--- config.mk ---
export PLATFORM = sky130hd
export DESIGN_NAME = boot_loader
export DESIGN_NICKNAME = d
export VERILOG_FILES = /design/src/rtl/boot_loader.sv
export SDC_FILE = /design/constraint.sdc
export NUM_CORES = 1
export LEC_CHECK = 0
export ABC_AREA = 1
export ABC_CLOCK_PERIOD_IN_PS = 2800
export CAP_MARGIN = 20
export CORE_UTILIZATION = 50
export DETAILED_ROUTE_END_ITERATION = 8
export PLACE_DENSITY = 0.76
export SYNTH_ARGS = -nofsm -noshare
export SYNTH_HDL_FRONTEND = slang
export SYNTH_SLANG_ARGS = --single-unit
--- constraint.sdc ---
create_clock -name clock -period 2.8 [get_ports clock]
set_clock_uncertainty 0.15 [all_clocks]
set_input_delay 0.56 -clock clock [delete_from_list [all_inputs] [get_ports clock]]
set_output_delay 0.56 -clock clock [all_outputs]
set_load 0.005 [all_outputs]
--- src/rtl/boot_loader.sv ---
// Image loader: holds the CPU in reset, streams a length/data/checksum image into RAM,
// then releases the CPU and passes its bus straight through to the RAM.
module boot_loader #(
    parameter logic [29:0] BASE_WADDR = 30'd0,
    parameter int unsigned MAX_WORDS  = 4096
) (
    input  logic        clock,
    input  logic        reset,
    input  logic        rx_valid,
    input  logic [7:0]  rx_data,
    output logic        rx_ready,
    input  logic        load_req,
    output logic        cpu_reset,
    input  logic [29:0] cpu_bus_addr,
    input  logic [31:0] cpu_bus_data_w,
    input  logic [3:0]  cpu_bus_mask_w,
    output logic [29:0] mem_addr,
    output logic [31:0] mem_data_w,
    output logic [3:0]  mem_mask_w,
    output logic        loading,
    output logic        error
);

    localparam int IDXW = $clog2(MAX_WORDS + 1);
    localparam logic [31:0]     MAX_N   = 32'(MAX_WORDS);
    localparam logic [IDXW-1:0] IDX_ONE = IDXW'(1);
    localparam logic [IDXW-1:0] IDX_ZERO = IDXW'(0);

    typedef enum logic [5:0] {
        ST_LEN   = 6'b000001,
        ST_DATA  = 6'b000010,
        ST_SUM   = 6'b000100,
        ST_CHECK = 6'b001000,
        ST_RUN   = 6'b010000,
        ST_ERROR = 6'b100000
    } state_t;

    state_t           state_r;
    logic [1:0]       byte_cnt_r;
    logic [31:0]      shift_r;
    logic [31:0]      acc_r;
    logic [IDXW-1:0]  widx_r;
    logic [IDXW-1:0]  len_r;
    logic             wr_pend_r;
    logic [29:0]      wr_addr_r;
    logic [31:0]      wr_data_r;
    logic             cpu_reset_r;
    logic             error_r;

    logic             take_s;
    logic             last_byte_s;
    logic [31:0]      word_s;

    // Handshake decode, assembled word and RAM bus ownership mux
    always_comb begin
        rx_ready    = reset & ((state_r == ST_LEN) | (state_r == ST_DATA) | (state_r == ST_SUM));
        take_s      = rx_valid & rx_ready;
        last_byte_s = (byte_cnt_r == 2'd3);
        word_s      = {rx_data, shift_r[31:8]};
        loading     = (state_r == ST_LEN) | (state_r == ST_DATA) |
                      (state_r == ST_SUM) | (state_r == ST_CHECK);
        cpu_reset   = cpu_reset_r;
        error       = error_r;
        if (state_r == ST_RUN) begin
            mem_addr   = cpu_bus_addr;
            mem_data_w = cpu_bus_data_w;
            mem_mask_w = cpu_bus_mask_w;
        end else begin
            mem_addr   = wr_addr_r;
            mem_data_w = wr_data_r;
            mem_mask_w = wr_pend_r ? 4'hF : 4'h0;
        end
    end

    // Loader state machine, byte assembly, checksum accumulation and write issue
    always_ff @(posedge clock) begin
        if (!reset) begin
            state_r     <= ST_LEN;
            byte_cnt_r  <= 2'd0;
            shift_r     <= 32'd0;
            acc_r       <= 32'd0;
            widx_r      <= IDX_ZERO;
            len_r       <= IDX_ZERO;
            wr_pend_r   <= 1'b0;
            wr_addr_r   <= 30'd0;
            wr_data_r   <= 32'd0;
            cpu_reset_r <= 1'b1;
            error_r     <= 1'b0;
        end else if (load_req) begin
            // Any byte taken this cycle is dropped; a write already on the bus still completes.
            state_r     <= ST_LEN;
            byte_cnt_r  <= 2'd0;
            shift_r     <= 32'd0;
            acc_r       <= 32'd0;
            widx_r      <= IDX_ZERO;
            len_r       <= IDX_ZERO;
            wr_pend_r   <= 1'b0;
            cpu_reset_r <= 1'b1;
            error_r     <= 1'b0;
        end else begin
            wr_pend_r <= 1'b0;
            if (take_s) begin
                byte_cnt_r <= byte_cnt_r + 2'd1;
                shift_r    <= word_s;
            end
            case (state_r)
                ST_LEN: begin
                    if (take_s && last_byte_s) begin
                        acc_r  <= word_s;
                        len_r  <= word_s[IDXW-1:0];
                        widx_r <= IDX_ZERO;
                        if (word_s > MAX_N) begin
                            state_r <= ST_ERROR;
                            error_r <= 1'b1;
                        end else if (word_s == 32'd0) begin
                            state_r <= ST_SUM;
                        end else begin
                            state_r <= ST_DATA;
                        end
                    end
                end
                ST_DATA: begin
                    if (take_s && last_byte_s) begin
                        wr_data_r <= word_s;
                        wr_addr_r <= BASE_WADDR + 30'(widx_r);
                        wr_pend_r <= 1'b1;
                        acc_r     <= acc_r + word_s;
                        widx_r    <= widx_r + IDX_ONE;
                        if ((widx_r + IDX_ONE) == len_r) begin
                            state_r <= ST_SUM;
                        end
                    end
                end
                ST_SUM: begin
                    if (take_s && last_byte_s) begin
                        state_r <= ST_CHECK;
                    end
                end
                ST_CHECK: begin
                    if (shift_r == acc_r) begin
                        state_r     <= ST_RUN;
                        cpu_reset_r <= 1'b0;
                    end else begin
                        state_r <= ST_ERROR;
                        error_r <= 1'b1;
                    end
                end
                ST_RUN: begin
                    state_r <= ST_RUN;
                end
                ST_ERROR: begin
                    state_r <= ST_ERROR;
                end
                default: begin
                    state_r     <= ST_LEN;
                    cpu_reset_r <= 1'b1;
                    error_r     <= 1'b0;
                end
            endcase
        end
    end

endmodule
# [Yosys cells after proc, flatten, opt, wreduce, memory -nomap -nowiden]
# Cells that the tools add are included.
[classes] n_addsub=3 magnitude_cmp=1 n_eq_ne=16 muxes=25 bitwise_logic=10 reduce_logical=13
[ops] cell="two-way mux 32 bit" count=3
[ops] cell="one-hot mux 32 bit (2 select lines)" count=1
[ops] cell="two-way mux 6 bit" count=6
[ops] cell="one-hot mux 6 bit (6 select lines)" count=1
[ops] cell="adder 32 bit" count=1
[ops] cell="equality test 32 bit" count=1
[ops] cell="greater-than comparator 32 x 13 -> 1 bit (second input constant)" count=1
[ops] cell="zero test 32 bit" count=1
[ops] cell="two-way mux 30 bit" count=1
[ops] cell="two-way mux 13 bit" count=2
[ops] cell="one-hot mux 13 bit (2 select lines)" count=1
[ops] cell="adder 13 x 1 -> 13 bit (second input constant)" count=1
[ops] cell="equality test 13 bit" count=1
[ops] cell="!= test 2 x 1 -> 1 bit (second input constant)" count=6
[ops] cell="two-way mux 4 bit" count=2
[ops] cell="AND reduction 4 bit" count=2
[ops] cell="equality test 6 x 1 -> 1 bit (second input constant)" count=1
[ops] cell="equality test 6 x 2 -> 1 bit (second input constant)" count=1
[ops] cell="equality test 6 x 3 -> 1 bit (second input constant)" count=1
[ops] cell="equality test 6 x 4 -> 1 bit (second input constant)" count=1
[ops] cell="equality test 6 x 5 -> 1 bit (second input constant)" count=1
[ops] cell="equality test 6 bit (second input constant)" count=1
[ops] cell="AND reduction 3 bit" count=2
[ops] cell="two-way mux 1 bit" count=5
[ops] cell="16 further kinds" count=24
[totals] reg_bits=146 inputBits=78 out_inout_bits=70 elab_cells=79

# [Depth between registers and ports, before layout]
# Gate-level depths: netlist of run 1.
[logic_depth] depth_word=8 mapped_depth=18 ltp_nobuf=17

# [Worst setup path after synthesis of run 1]
# No wires, ideal clock.
[synth_path] path_kind="register -> output" startpoint="register state_r[2]" endpoint="output mem_data_w[21]" arrival_ns=1.638 path_slack_ns=0.452 path_stages_with_launch=10 n_path_buf=2 path_cell_list="dfxtp_1 nor2_2 inv_1 nor2_1 inv_1 nor3_1 clkbuf_1 buf_2 nand2_1 nand2_1"
[synth_between] elab_chain_cells=2
[synth_lines] element="start, declared" line_no="38" rtl="state_t state_r;"
[synth_lines] element="start signal, assigned" line_no="78" rtl="state_r <= ST_LEN;"
[synth_lines] element="start signal, assigned" line_no="91" rtl="state_r <= ST_LEN;"
[synth_lines] element="start signal, assigned" line_no="113" rtl="state_r <= ST_ERROR;"
[synth_lines] element="equality test 6 x 5 -> 1 bit" line_no="64" rtl="if (state_r == ST_RUN) begin"
[synth_lines] element="two-way mux 32 bit" line_no="64"
[synth_lines] element="end, declared" line_no="18" rtl="output logic [31:0] mem_data_w,"
# No other way between the ends.

# [Final worst setup path of run 1]
[layout_path] startpoint="register state_r[1]" endpoint="output mem_data_w[26]"
# Same word-level chain as after synthesis.

==> tab_implementation.tex, run 1 <==
\begin{tabular}{lr}
\hline
Metric & Value \\
\hline
\multicolumn{2}{l}{\textbf{Run status}} \\
\quad Outcome & finished with violations \\
\quad Failing checks & setup timing \\
\multicolumn{2}{l}{\textbf{Cells and area}} \\
\quad Leading cell type in the layout, fill and taps excluded & nand2\_1 \\
\quad Fraction of final layout cells sized beyond drive strength 1 & 12.46\% \\
\quad Highest-count cells in the layout ignoring fill and taps & 360 x nand2\_1, 175 x a21oi\_1, 143 x dfxtp\_1, 114 x inv\_1, 108 x o21ai\_0 \\
\quad Growth of design area from synthesis to finish & 31.63\% \\
\quad Filler cell count in the final layout & 1526 \\
\quad Total Nets Final & 1680 \\
\quad Number of standard cells in the layout, taps in and fillers out & 1807 \\
\quad Multi-input gate area & 5333 um\^{}2 \\
\quad Sequential cell area & 2932 um\^{}2 \\
\multicolumn{2}{l}{\textbf{Global routing}} \\
\quad Grt total ovfl & 0 \\
\quad Wire length of the first global-routing pass & 46460 um \\
\quad Overall routing resource usage & 32.59\% \\
\quad Antenna violations before repair & 1 \\
\quad Number of global-route vias before repair & 9041 \\
\quad Largest net degree at the start of global routing & 60 \\
\multicolumn{2}{l}{\textbf{CTS}} \\
\quad CTS clk-pin slew, worst paths & 0.06 ns \\
\quad Sinks on the clock net & 146 \\
\quad Clock tree from TritonCTS & done \\
\quad Clock insertion delay at the later pin of the skew report & 0.43 ns \\
\quad CTS H-Tree Depth & 4 \\
\quad Total CTS buffers & 17 \\
\quad Clock root buffer & clkbuf\_16 \\
\quad Number of buffers on the longest clock path & 2 \\
\multicolumn{2}{l}{\textbf{Floorplanning}} \\
\quad Placeable core area & 17360 um\^{}2 \\
\quad Overall die width & 135.5 um \\
\quad Site row count & 48 \\
\quad Die Outline Area & 18350 um\^{}2 \\
\quad I/O pin count & 148 \\
\quad Initial Util & 51.32\% \\
\quad Y dimension of the die & 135.5 um \\
\multicolumn{2}{l}{\textbf{Power and ir drop}} \\
\quad Combinational cell fraction of total power & 21.8\% \\
\quad Net Switching & 1781 uW \\
\quad Relative contribution of the clock network to total power & 39.6\% \\
\quad Worst voltage drop across the vdd grid & 466.4 uV \\
\quad Internal power & 3985 uW \\
\quad Seq pwr share & 38.7\% \\
\quad Sw Ratio & 30.89\% \\
\quad Pwr Density & 491.7 nW/um\^{}2 \\
\quad Cell leakage power & 0.005318 uW \\
\multicolumn{2}{l}{\textbf{Timing}} \\
\quad Max-slew violations & 0 \\
\quad Setup repair after global routing missed its margin & yes \\
\quad Worst Tran Pin Value & 0.5266 ns \\
\quad Slew HR & 64.90\% \\
\quad Hold Vio Cnt, Final & 0 \\
\quad PnR worst setup slack & -0.01318 ns \\
\quad Clock period minus final worst setup slack & 2.813 ns \\
\quad Final setup violation count & 6 \\
\quad Maximum clock frequency & 355.5 MHz \\
\quad Fin crit share & 100.5\% \\
\quad Final sum of negative setup slack & -0.04902 ns \\
\multicolumn{2}{l}{\textbf{Detailed routing}} \\
\quad First-pass detailed-route iteration total & 6 \\
\quad Post-detailed-route count of antenna-violating nets & 0 \\
\quad Detailed-route DRC error count & 0 \\
\quad Count of vias placed by the detailed router & 10006 \\
\quad Average wire length per cell after detail routing & 16.56 um \\
\quad Drt first-iter violations & 900 \\
\quad Wire length reported by the detailed router & 29920 um \\
\quad Average vias per placed instance & 5.537 \\
\multicolumn{2}{l}{\textbf{Place}} \\
\quad Weighted congestion at the end of routability-driven global placement & 0.9387 \\
\quad Post-Place Cells & 1753 \\
\quad Half-perimeter wire length after placement & 21580 um \\
\quad I/O Buffers & 147 \\
\multicolumn{2}{l}{\textbf{Synth}} \\
\quad Share of synthesized area occupied by flip-flops and latches & 32.81\% \\
\quad Area of the mapped netlist & 8907 um\^{}2 \\
\quad Syn\_area\_per\_cell & 6.478 um\^{}2 \\
\quad Number of enable flip-flop cells after synthesis & 0 \\
\quad Cells after synthesis & 1375 \\
\quad Post-synthesis async set-or-reset flop share & 0\% \\
\quad Flip-flop and latch count after synthesis & 146 \\
\quad Library cells used by synthesis & 40 \\
\quad Synth Warn \# & 0 \\
\quad Mapped Nets & 1487 \\
\quad Commonest register cell after synthesis & dfxtp\_1 \\
\multicolumn{2}{l}{\textbf{Worst setup path}} \\
\quad Startpoint type of the worst setup path & register \\
\quad Number of cells traversed by the worst register-to-register path & 11 \\
\quad Class of the most critical setup path & register to output pin \\
\quad WP data required & 2.09 ns \\
\quad Largest fanout on the critical path & 9 \\
\quad Capturing element type of the critical path & output pin \\
\quad Arrival @ worst endpoint & 2.10 ns \\
\multicolumn{2}{l}{\textbf{Worst hold path}} \\
\quad Class of the tightest hold or removal check & register to register \\
\quad Hold Path Stages & 2 \\
\multicolumn{2}{l}{\textbf{Run}} \\
\quad Max Cap Viol & 0 \\
\hline
\end{tabular}
## area by class of cell
type,count,share of cell area (%)
repair buffers,233,18.08
flip-flops and latches,146,25.00
diodes,1,0.02134
multi-input cells,1046,45.48
clock inverters,14,1.313
well taps,225,2.401
clock buffers,18,3.660
inverters,124,4.044
## per-layer routing
layer	vias up	track usage, %	share of wire, %
met5	-	0	0
met4	0	13.73	3.0
met3	63	4.863	8.3
met2	436	53.99	47
met1	4547	42.13	42
li1	4960	-	-
## cells by family (layout without fill, tap and decap cells)
kind of cell / count (synthesis) / after routing / synth area share (%)
other: 0 / 1 / 0
and+or+nand+nor: 613 / 613 / 29.04
adders and majority gates: 34 / 34 / 4.860
buffers and inverters: 183 / 389 / 8.175
DFF: 146 / 146 / 32.81
AOI/OAI and AO/OA: 358 / 358 / 20.92
xor gates and xnor gates: 41 / 41 / 4.200
## power by group through the flow
stage / Clock (uW) / Combinational, uW / Sequential [uW]
after CTS: 2290 / 1200 / 2220
after global routing: 2380 / 1360 / 2230
after global placement: 0 / 1150 / 2260
after detailed placement: 0 / 1160 / 2260
after floorplan: 0 / 660 / 2260
final: 2280 / 1250 / 2230
## synth_stat cells, types with 6 or more instances
| cell type | n | area [um^2] |
|---|---|---|
| a21oi_1 | 175 | 875.8 |
| buf_2 | 14 | 70.07 |
| buf_4 | 6 | 45.04 |
| clkbuf_1 | 38 | 142.6 |
| dfxtp_1 | 146 | 2923 |
| ha_1 | 33 | 412.9 |
| inv_1 | 117 | 439.2 |
| nand2_1 | 367 | 1378 |
| nand3_1 | 81 | 405.4 |
| nand3b_1 | 6 | 45.04 |
| nand4_1 | 14 | 87.58 |
| nor2_1 | 107 | 401.6 |
| nor3_1 | 8 | 40.04 |
| nor4_1 | 8 | 50.05 |
| o21ai_0 | 109 | 545.5 |
| o21ai_1 | 42 | 210.2 |
| o22ai_1 | 8 | 50.05 |
| or2_2 | 11 | 68.82 |
| xnor2_1 | 25 | 219.0 |
| xor2_1 | 15 | 131.4 |
## sequential cells by signal, summed over array words and instances (netlist names)
| name | flops |
|---|---|
| widx_r | 13 |
| byte_cnt_r | 2 |
| wr_pend_r | 1 |
| len_r | 13 |
| cpu_reset | 1 |
| shift_r | 32 |
| error | 1 |
| state_r | 6 |
| wr_addr_r | 13 |
| wr_data_r | 32 |
| acc_r | 32 |
## worst max-delay path, cell delays in order, from the launching register on
cell and delay, ns:
dfxtp_4 0.36, nor2_4 0.12, inv_2 0.06, nor2_4 0.12, inv_2 0.05, nor3_4 0.20
buf_6 0.16, inv_8 0.07, clkbuf_16 0.16, nand2_1 0.06, nand2_1 0.04, dlygate4sd2_1 0.25
## metrics by stage
stage          worst slack, ns  utilization (%)  cell area, um^2  hold slack (ns)  total power, uW
3_3_place_gp            0.1487            63.16            10960           0.2948             3412
6_report              -0.01318            67.55            11730           0.3084             5765
2_1_floorplan           0.4516                -             8907           0.2915             2916
5_1_grt                -0.1015            67.55            11730           0.3428             5972
4_1_cts               -0.01027            67.85            11780           0.3053             5706
3_5_place_dp            0.1205            63.16            10960           0.2966             3423
## repair_timing
action / CTS / global route
gates resized for setup: 104 / 86
pin swaps: 3 / 5
hold buffers: 0 / 0
buffers inserted: 13 / 5
endpoints found under the setup margin: 68 / 69
cloned: 5 / 1
## worst paths after layout
check	start	to	slack, ns
max	state_r[1]$_SDFFE_PP0P_	mem_data_w[26]	-0.01
min	error$_SDFFE_PP0P_	error$_SDFFE_PP0P_	0.31
min reg2reg	error$_SDFFE_PP0P_	error$_SDFFE_PP0P_	0.31
max reg2reg	shift_r[10]$_SDFFE_PP0P_	acc_r[23]$_SDFFE_PP0P_	0.25
Power figures use the tool's default switching activity.
==> run 2, diff against run 1 <==
CAP_MARGIN = 25   (was 20)
==> results of run 2 <==
Final layout, timing and power as in run 1 (identical DEF).
==> run 3, diff against run 2 <==
ABC_CLOCK_PERIOD_IN_PS = 3500   (was 2800)
clock period = 3.5 ns   (was 2.8 ns; I/O delays follow)
==> run 3 against run 2 <==
- the flow now finishes without violations
- utilization is 3.3 points lower
- non-clock buffer count is 66 lower
- register-to-register slack better by 0.38 ns
- hold slack better by 0.0066 ns
- combinational power is 31% lower
- global-route usage is 1.4 points lower
- critical path depth is 2 lower
- critical path type unchanged
- critical endpoint is now mem_data_w[20]
- largest power group is now registers
- highest routed layer unchanged
==> tab_implementation.tex, run 3 (same netlist as run 1, synthesis figures left out) <==
\begin{tabular}{lr}
\hline
Metric & Value \\
\hline
\multicolumn{2}{l}{\textbf{CTS}} \\
\quad Count of buffers added by post-CTS timing repair for setup & 0 (-13) \\
\quad Hold buffers post-CTS & 0 (unchanged) \\
\quad Clock root buffer & clkbuf\_16 \\
\quad CTS H-Tree Depth & 4 (unchanged) \\
\quad Number of buffers on the longest clock path & 2 (unchanged) \\
\quad Clock tree from TritonCTS & done \\
\quad Sinks on the clock net & 146 (unchanged) \\
\quad Clock insertion delay at the later pin of the skew report & 0.44 ns (about the same) \\
\quad CTS clk-pin slew, worst paths & 0.06 ns (about the same) \\
\quad Total CTS buffers & 17 (unchanged) \\
\multicolumn{2}{l}{\textbf{Power and ir drop}} \\
\quad Combinational cell fraction of total power & 19.7\% (-2.1 points) \\
\quad Internal power & 3045 uW (-24\%) \\
\quad Cell leakage power & 0.004710 uW (-11\%) \\
\quad Seq pwr share & 40.9\% (+2.2 points) \\
\quad Worst voltage drop across the vdd grid & 386.3 uV (-17\%) \\
\quad Sw Ratio & 30.78\% (-0.11 points) \\
\quad Net Switching & 1354 uW (-24\%) \\
\quad Pwr Density & 394.4 nW/um\^{}2 (-20\%) \\
\quad Relative contribution of the clock network to total power & 39.4\% (-0.2 points) \\
\multicolumn{2}{l}{\textbf{Detailed routing}} \\
\quad Average vias per placed instance & 5.589 (+0.94\%) \\
\quad First-pass detailed-route iteration total & 5 (-1) \\
\quad Post-detailed-route count of antenna-violating nets & 0 (unchanged) \\
\quad Count of vias placed by the detailed router & 9720 (-2.9\%) \\
\quad Average wire length per cell after detail routing & 16.18 um (-2.3\%) \\
\quad Wire length reported by the detailed router & 28140 um (-5.9\%) \\
\quad Drt first-iter violations & 767 (-15\%) \\
\quad Detailed-route DRC error count & 0 (unchanged) \\
\multicolumn{2}{l}{\textbf{Worst setup path}} \\
\quad Largest fanout on the critical path & 49 (+40) \\
\quad Worst setup slack for register-to-register paths & 0.63 ns (+0.38 ns) \\
\quad Arrival @ worst endpoint & 2.44 ns (+0.34 ns) \\
\quad Class of the most critical setup path & register to output pin \\
\quad WP data required & 2.65 ns (+0.56 ns) \\
\quad Slowest stage cell on the critical path & clkdlybuf4s50\_1 \\
\quad Family with the most delay on the worst path & buffers and inverters \\
\quad Startpoint type of the worst setup path & register \\
\quad Worst Path Buf+Inv & 4 (-2) \\
\quad Delay of the slowest critical-path stage & 0.51 ns (+0.15 ns) \\
\quad Cells traversed along the worst timing path & nor2\_2 > inv\_1 > nor2\_1 > inv\_1 > nor3\_4 > buf\_12 > nand2\_1 > nand2\_1 > clkdlybuf4s50\_1 \\
\quad Capturing element type of the critical path & output pin \\
\multicolumn{2}{l}{\textbf{Timing}} \\
\quad Setup repair after global routing missed its margin & no \\
\quad Worst Tran Pin Value & 0.6459 ns (+0.1193 ns) \\
\quad Clock period minus final worst setup slack & 3.288 ns \\
\quad Maximum clock frequency & 304.2 MHz \\
\quad Slew HR & 56.49\% (-8.4 points) \\
\quad Hold Vio Cnt, Final & 0 (unchanged) \\
\quad Final sum of negative setup slack & 0 ns (+0.04902 ns) \\
\quad Max-slew violations & 0 (unchanged) \\
\quad Final setup violation count & 0 (-6) \\
\quad Fin crit share & 93.93\% \\
\multicolumn{2}{l}{\textbf{Floorplanning}} \\
\quad Site row count & 48 (unchanged) \\
\quad I/O pin count & 148 (unchanged) \\
\quad Placeable core area & 17360 um\^{}2 (unchanged) \\
\quad Y dimension of the die & 135.5 um (unchanged) \\
\quad Initial Util & 51.32\% (unchanged) \\
\quad Overall die width & 135.5 um (unchanged) \\
\quad Die Outline Area & 18350 um\^{}2 (unchanged) \\
\multicolumn{2}{l}{\textbf{Cells and area}} \\
\quad Utilization of the core after routing & 64.26\% (-3.3 points) \\
\quad Diode insertion count for antenna repair & 0 (-1) \\
\quad Largest registers & acc\_r: 32 flops, shift\_r: 32 flops, wr\_data\_r: 32 flops \\
\quad Highest-count cells in the layout ignoring fill and taps & 367 x nand2\_1, 175 x a21oi\_1, 147 x clkdlybuf4s50\_1, 146 x dfxtp\_1, 116 x inv\_1 \\
\quad Total Nets Final & 1614 (-3.9\%) \\
\quad Leading cell type in the layout, fill and taps excluded & nand2\_1 \\
\quad Fraction of final layout cells sized beyond drive strength 1 & 5.284\% (-7.2 points) \\
\quad Growth of design area from synthesis to finish & 25.21\% \\
\multicolumn{2}{l}{\textbf{Global routing}} \\
\quad Grt total ovfl & 0 (unchanged) \\
\quad Antenna violations before repair & 0 (-1) \\
\quad Overall routing resource usage & 31.23\% (-1.4 points) \\
\quad Wire length of the first global-routing pass & 44990 um (-3.2\%) \\
\quad Largest net degree at the start of global routing & 67 (+12\%) \\
\quad Number of global-route vias before repair & 8763 (-3.1\%) \\
\multicolumn{2}{l}{\textbf{Place}} \\
\quad Weighted congestion at the end of routability-driven global placement & 0.9416 (+0.31\%) \\
\quad I/O Buffers & 147 (unchanged) \\
\quad Half-perimeter wire length after placement & 21030 um (-2.6\%) \\
\multicolumn{2}{l}{\textbf{Run status}} \\
\quad Outcome & finished, final reports clean \\
\multicolumn{2}{l}{\textbf{Run}} \\
\quad Max Cap Viol & 0 (unchanged) \\
\multicolumn{2}{l}{\textbf{Worst hold path}} \\
\quad Class of the tightest hold or removal check & register to register \\
\hline
\end{tabular}
==> run 3: area by class of cell <==
type / count / area [um^2]
inverter: 124 / 471.7
clock buffer: 19 / 442.9
multi-input combinational: 1046 / 5275
fill: 1648 / 6203
sequential: 146 / 2923
timing repair buffer: 167 / 1647
clock inverter: 12 / 112.6
tap: 225 / 281.5
==> run 3: worst register-to-register path: stages (launching register included) <==
cell and delay, ns:
dfxtp_1 0.56, ha_1 0.41, nand2_1 0.13, nor2_1 0.33, nand2_1 0.14, nand3b_1 0.11, nand2_1 0.05, nor2_1 0.12
nand2_1 0.06, nor2_1 0.20, nand3_1 0.14, nand2_1 0.10, nand2_1 0.11, nand2_1 0.08, nand2_1 0.05, nor2_1 0.09
==> run 3: worst paths after layout <==
path                                 from                 endpoint  cells after the start
setup / recovery  state_r[2]$_SDFFE_PP0P_           mem_data_w[20]                      9
hold / removal         error$_SDFFE_PP0P_       error$_SDFFE_PP0P_                      2
setup reg to reg   widx_r[0]$_SDFFE_PP0P_  state_r[1]$_SDFFE_PP0P_                     15
hold reg to reg        error$_SDFFE_PP0P_       error$_SDFFE_PP0P_                      2
==> run 3: timing repair <==
action / 4_1_cts / 5_1_grt
cloned: 0 / 0
setup endpoints to repair: 26 / 65
resized for setup: 2 / 5
==> run 3: metal layers <==
| layer | up-vias | track usage, % | wire, um | part of all wire (%) |
|---|---|---|---|---|
| met2 | 396 | 52.54 | 13250 | 47 |
| met5 | - | 0 | 0 | 0 |
| met3 | 46 | 5.200 | 2190 | 7.8 |
| li1 | 4820 | - | - | - |
| met1 | 4458 | 40.23 | 12060 | 43 |
| met4 | 0 | 10.86 | 641 | 2.3 |
==> run 3: power groups by stage <==
stage / combinational, uW / clock, uW / sequential, uW
floorplan: 528 / 0 / 1800
global placement: 849 / 0 / 1830
detailed placement: 850 / 0 / 1830
CTS: 863 / 1730 / 1790
global route: 967 / 1820 / 1800
finish: 868 / 1730 / 1800
==> run 3: through the flow <==
stage / area, um^2 / total power [uW] / worst slack, ns / hold WS, ns / instances
3_5_place_dp: 10570 / 2680 / 0.3085 / 0.3022 / 1708
4_1_cts: 11140 / 4390 / 0.09874 / 0.3132 / 1739
2_1_floorplan: 8907 / 2332 / 1.012 / 0.2915 / 1375
6_report: 11150 / 4399 / 0.2123 / 0.3151 / 1739
5_1_grt: 11150 / 4587 / 0.01580 / 0.3388 / 1739
3_3_place_gp: 10570 / 2676 / 0.3520 / 0.2944 / 1708
